## config.mk

```make
export PLATFORM = sky130hd
export DESIGN_NAME = pipelined_add_sub
export DESIGN_NICKNAME = d
export VERILOG_FILES = /design/src/rtl/pipelined_add_sub.sv
export SDC_FILE = /design/constraint.sdc
export NUM_CORES = 1
export LEC_CHECK = 0
export ABC_AREA = 1
export CAP_MARGIN = 10
export CORE_ASPECT_RATIO = 0.9
export CORE_MARGIN = 8
export CORE_UTILIZATION = 45
export CTS_BUF_LIST = sky130_fd_sc_hd__clkbuf_4
export DETAILED_ROUTE_END_ITERATION = 8
export MAX_ROUTING_LAYER = met4
export PLACE_DENSITY = 0.74
export SYNTH_ARGS = -nofsm -noshare
export SYNTH_HDL_FRONTEND = slang
export SYNTH_SLANG_ARGS = --single-unit
```

## constraint.sdc

```tcl
create_clock -name clk -period 2.9 [get_ports clk]
set_input_delay 0.435 -clock clk [delete_from_list [all_inputs] [get_ports clk]]
set_output_delay 0.435 -clock clk [all_outputs]
set_load 0.02 [all_outputs]
```

## src/rtl/pipelined_add_sub.sv

```systemverilog
// pipelined_add_sub: STAGES-deep ripple add/subtract, WIDTH/STAGES bits resolved per stage,
// with a whole-pipeline stall driven by the output handshake.
module pipelined_add_sub #(
    parameter int WIDTH  = 16,
    parameter int STAGES = 4
) (
    input  logic             clk,
    input  logic             rst,
    input  logic             in_valid,
    output logic             in_ready,
    input  logic [WIDTH-1:0] A,
    input  logic [WIDTH-1:0] B,
    input  logic             Cin,
    input  logic             sub,
    output logic             out_valid,
    input  logic             out_ready,
    output logic [WIDTH-1:0] Sum,
    output logic             Cout,
    output logic             ovf,
    output logic             zero
);
    localparam int SW = WIDTH / STAGES;
    localparam int L  = STAGES - 1;

    logic [WIDTH-1:0] a_q [STAGES];
    logic [WIDTH-1:0] a_d [STAGES];
    logic [WIDTH-1:0] b_q [STAGES];
    logic [WIDTH-1:0] b_d [STAGES];
    logic [WIDTH-1:0] s_q [STAGES];
    logic [WIDTH-1:0] s_d [STAGES];
    logic [STAGES-1:0] v_q, v_d, c_q, c_d;
    logic ovf_q, ovf_d, zero_q, zero_d;

    logic [WIDTH-1:0] a_in [STAGES];
    logic [WIDTH-1:0] b_in [STAGES];
    logic [WIDTH-1:0] s_in [STAGES];
    logic c_in [STAGES];
    logic v_in [STAGES];
    logic adv;
    logic [SW:0] sl;
    logic [WIDTH-1:0] nxt;

    // Stage 0 takes the operands with B and the carry already inverted for subtract.
    assign a_in[0] = A;
    assign b_in[0] = sub ? ~B : B;
    assign s_in[0] = '0;
    assign c_in[0] = sub ? ~Cin : Cin;
    assign v_in[0] = in_valid;

    for (genvar i = 1; i < STAGES; i++) begin : g_link
        assign a_in[i] = a_q[i-1];
        assign b_in[i] = b_q[i-1];
        assign s_in[i] = s_q[i-1];
        assign c_in[i] = c_q[i-1];
        assign v_in[i] = v_q[i-1];
    end

    assign adv       = !(v_q[L] && !out_ready);
    assign in_ready  = adv;
    assign out_valid = v_q[L];
    assign Sum       = s_q[L];
    assign Cout      = c_q[L];
    assign ovf       = ovf_q;
    assign zero      = zero_q;

    always_comb begin
        v_d    = v_q;
        c_d    = c_q;
        a_d    = a_q;
        b_d    = b_q;
        s_d    = s_q;
        ovf_d  = ovf_q;
        zero_d = zero_q;
        sl     = '0;
        nxt    = '0;
        for (int s = 0; s < STAGES; s++) begin
            sl  = {1'b0, a_in[s][s*SW +: SW]} + {1'b0, b_in[s][s*SW +: SW]} + (SW+1)'(c_in[s]);
            nxt = s_in[s];
            nxt[s*SW +: SW] = sl[SW-1:0];
            if (adv) begin
                a_d[s] = a_in[s];
                b_d[s] = b_in[s];
                s_d[s] = nxt;
                c_d[s] = sl[SW];
                v_d[s] = v_in[s];
            end
        end
        // nxt now holds the complete sum entering the last stage.
        if (adv) begin
            ovf_d  = (a_in[L][WIDTH-1] == b_in[L][WIDTH-1]) && (nxt[WIDTH-1] != a_in[L][WIDTH-1]);
            zero_d = (nxt == '0);
        end
    end

    always_ff @(posedge clk or posedge rst) begin
        if (rst) begin
            v_q    <= '0;
            c_q    <= '0;
            ovf_q  <= 1'b0;
            zero_q <= 1'b0;
            for (int s = 0; s < STAGES; s++) begin
                a_q[s] <= '0;
                b_q[s] <= '0;
                s_q[s] <= '0;
            end
        end else begin
            v_q    <= v_d;
            c_q    <= c_d;
            ovf_q  <= ovf_d;
            zero_q <= zero_d;
            for (int s = 0; s < STAGES; s++) begin
                a_q[s] <= a_d[s];
                b_q[s] <= b_d[s];
                s_q[s] <= s_d[s];
            end
        end
    end
endmodule

```

==> summary.md <==
| Metric | Value |
|---|---|
| Outcome | finished, final reports clean |
| WS Path Type | in2reg |
| Hold/Removal Path Class | in2async |
| Final Max Tran Viols | 0 |
| CP delay by family, top | adder cells |
| Post-route ant nets | 0 |
| F_max | between 400 and 500 MHz |
| Worst-Skew Late Latency | approximately 0.44 ns |
| Avg Synthesized Cell Area | slightly above 9 um^2 |
| Synthesis-stage register bit count | 98 |
| # rows | 34 |
| Via count | roughly 3100 |
| GR Util All Layers | approximately 14% |
| Fillers | 889 |
| Remaining DRCs | 0 |
| Layout cells sized above 1 | 4.33% |
| Routed WL per cell | 12.8 um |
| VDD IR max | around 660 uV |
| Worst slew margin | 34.6% |
| CP Cell Sequence | clkdlybuf4s50_1 -> xor2_1 -> fa_1 -> fa_1 -> nand2_1 -> inv_1 -> o21ai_0 -> a21oi_1 |
| Die area | about 0.013 mm^2 |
| P_leak | 0.00250 uW |
| DP Wirelength | 5790 um |
| Pre-CTS setup slack | between 0.3 and 0.4 ns |
| Die span in y | between 100 and 150 um |
| Vias per cell | approximately 4.8 |
| GRT overflow | 0 |
| RSZ-0062 raised after global routing | false |
| Sink Count | slightly below 100 |
| Clock Tree Buf Depth | 2 |
| Number of gates resized after cts | 0 |
| CP max-delay cell | clkdlybuf4s50_1 |
| Largest area contributor in the netlist | dfrtp_1 |
| Mapped Area | ~0.0044 mm^2 |
| I/O pin cnt | around 60 |
| Critical path peak fanout | 4 |
| Die W | 120 um |
| Ranking of synthesized cells by area | dfrtp_1, nand2_1, o21ai_1 |
| Vias in the first global route | between 3000 and 4000 |
| DR iter-0 viols | 170 |
| Post-CTS Setup Inserts | 0 |
| TNS Setup | 0 ns |
| Final Hold Vio Count | 0 |
| Final Cycle Share | approximately 73% |
| First-pass GRT wire length | roughly 15000 um |
| Net Count, Synth | approximately 530 |
| P&R area growth vs syn | 19.0% |
| Floorplan Core Area | between 0.009 and 0.01 mm^2 |
| CP bufs+invs | 2 |
| Post-synth top flop | dfrtp_1 |
| Fin crit period | around 2.1 ns |
| Synth top area share | ~56% |
| Power Total | ~5200 uW |
| Async SR Flop Fraction | 100% |
| Cts hold-fix bufs | 0 |
| Port bufs | just under 60 |
| Pwr/cell area | roughly 1000 mW/mm^2 |
| Max incr delay on CP | ~0.54 ns |
| Final net count | 584 |
| Initial antenna violation count | 0 |
| Yosys Warn Count | 0 |
| RR Startpoint | a_in[12] |
| Pin count of the biggest net entering global routing | between 100 and 150 |
| Final setup violation count | 0 |
| Most common cell on crit path | fa_1 |
| Yosys cell types | 22 |
| Clk_skew | roughly 0.015 ns |
| EDFF count, synth | 0 |
| Final WS setup | 0.795 ns |
| Reg clk slew, reported paths | approximately 0.13 ns |
| Initial Util | 45.6% |
| Post-synth top cells | nand2_1, dfrtp_1, o21ai_1 |
| Critical Path RT | around 3.2 ns |
| Count leader, synth | nand2_1 |
| Cells after Synth | ~470 |
| Critical Path End Type | flop |
| CTS root buf | clkbuf_4 |
| CTS buffer count | 9 |
| Max cap viols | 0 |
| Critical Path Start Type | input port |
| Worst EP arrival | between 2 and 2.5 ns |
| Pre-antenna DRT Iters | 4 |
| Routed WL | 8430 um |
| Number of diodes | 0 |
| GPL Wtd Cong | around 0.78 |
| CTS tree | yes |
| Worst setup path startpoint | sub |
| Seq/Total Area, Yosys | 56.2% |
| Worst slew pin tran | approximately 0.98 ns |
| H-tree Lvls | 3 |
## through the flow
step / std cells / area [um^2] / utilization, % / hold WS [ns]
after floorplan: 474 / 4370 / - / 0.422
after global placement: 641 / 5030 / 52.6 / 0.435
after detailed placement: 641 / 5030 / 52.6 / 0.443
after CTS: 657 / 5190 / 54.2 / 0.305
after global routing: 657 / 5190 / 54.2 / 0.314
final: 657 / 5190 / 54.2 / 0.315
## kinds of logic after synthesis
family,count (synthesis),synth area share [%]
compound gates,74,8.55
flops,98,56.2
simple gates,210,18.8
fa+ha+maj,20,7.11
buf+inv,55,5.91
xor+xnor,17,3.41
## sequential cells by signal (all words and copies together) (netlist names)
signal  count
zero        1
s_in       12
nxt        12
ovf         1
a_in       24
Sum        16
v_q         4
b_in       24
c_q         4
## cells in the final DEF, fill, tap and decap left out, types with 2 or more instances in the layout
| cell type | Yosys | final |
|---|---|---|
| nand2_1 | 172 | 172 |
| bufinv_16 | 0 | 2 |
| clkinv_2 | 0 | 2 |
| ha_1 | 12 | 12 |
| buf_4 | 6 | 3 |
| nor2_1 | 24 | 24 |
| a21oi_1 | 9 | 9 |
| nand3b_1 | 3 | 3 |
| clkbuf_4 | 0 | 10 |
| clkinvlp_4 | 0 | 2 |
| xor2_1 | 5 | 5 |
| o21ai_1 | 38 | 38 |
| xnor2_1 | 12 | 12 |
| inv_1 | 32 | 31 |
| fa_1 | 8 | 8 |
| buf_12 | 0 | 2 |
| dfrtp_1 | 98 | 98 |
| nand3_1 | 9 | 9 |
| clkdlybuf4s50_1 | 0 | 58 |
| o21ai_0 | 26 | 26 |
## layout make-up
class,instances,area [um^2],area share (%)
Sequential cell,98,2450,47.3
Clock inverter,6,81.3,1.57
Timing Repair Buffer,63,643,12.4
Tap cell,126,158,3.04
Inverter,33,128,2.46
Clock buffer,10,75.1,1.45
Multi-Input combinational cell,321,1650,31.8
## layer usage
metal | share of wire, % | global-route usage, %
met5 | 0 | -
met4 | 1.0 | 4.81
met3 | 4.2 | 4.16
met2 | 46 | 23.2
met1 | 49 | 16.6
## power breakdown
group	total [uW]	internal [uW]	leakage, uW	switching (uW)
clock network	786	354	0.0000838	432
registers	2300	1960	0.00119	336
logic	2100	882	0.00123	1220
total	5180	3200	0.00250	1990
## path summary, 6_finish.rpt
check	endpoint	cells past startpoint	slack [ns]
min in group clk	v_q[3]	2	0.48
worst min register to register	v_q[3]	2	0.48
worst max-delay path	c_q[0]	8	0.79
max in group asynchronous	nxt[8]	3	1.92
worst min-delay path	s_in[34]	2	0.31
worst max register to register	zero	9	0.97
(Power assumes the default switching activity.)
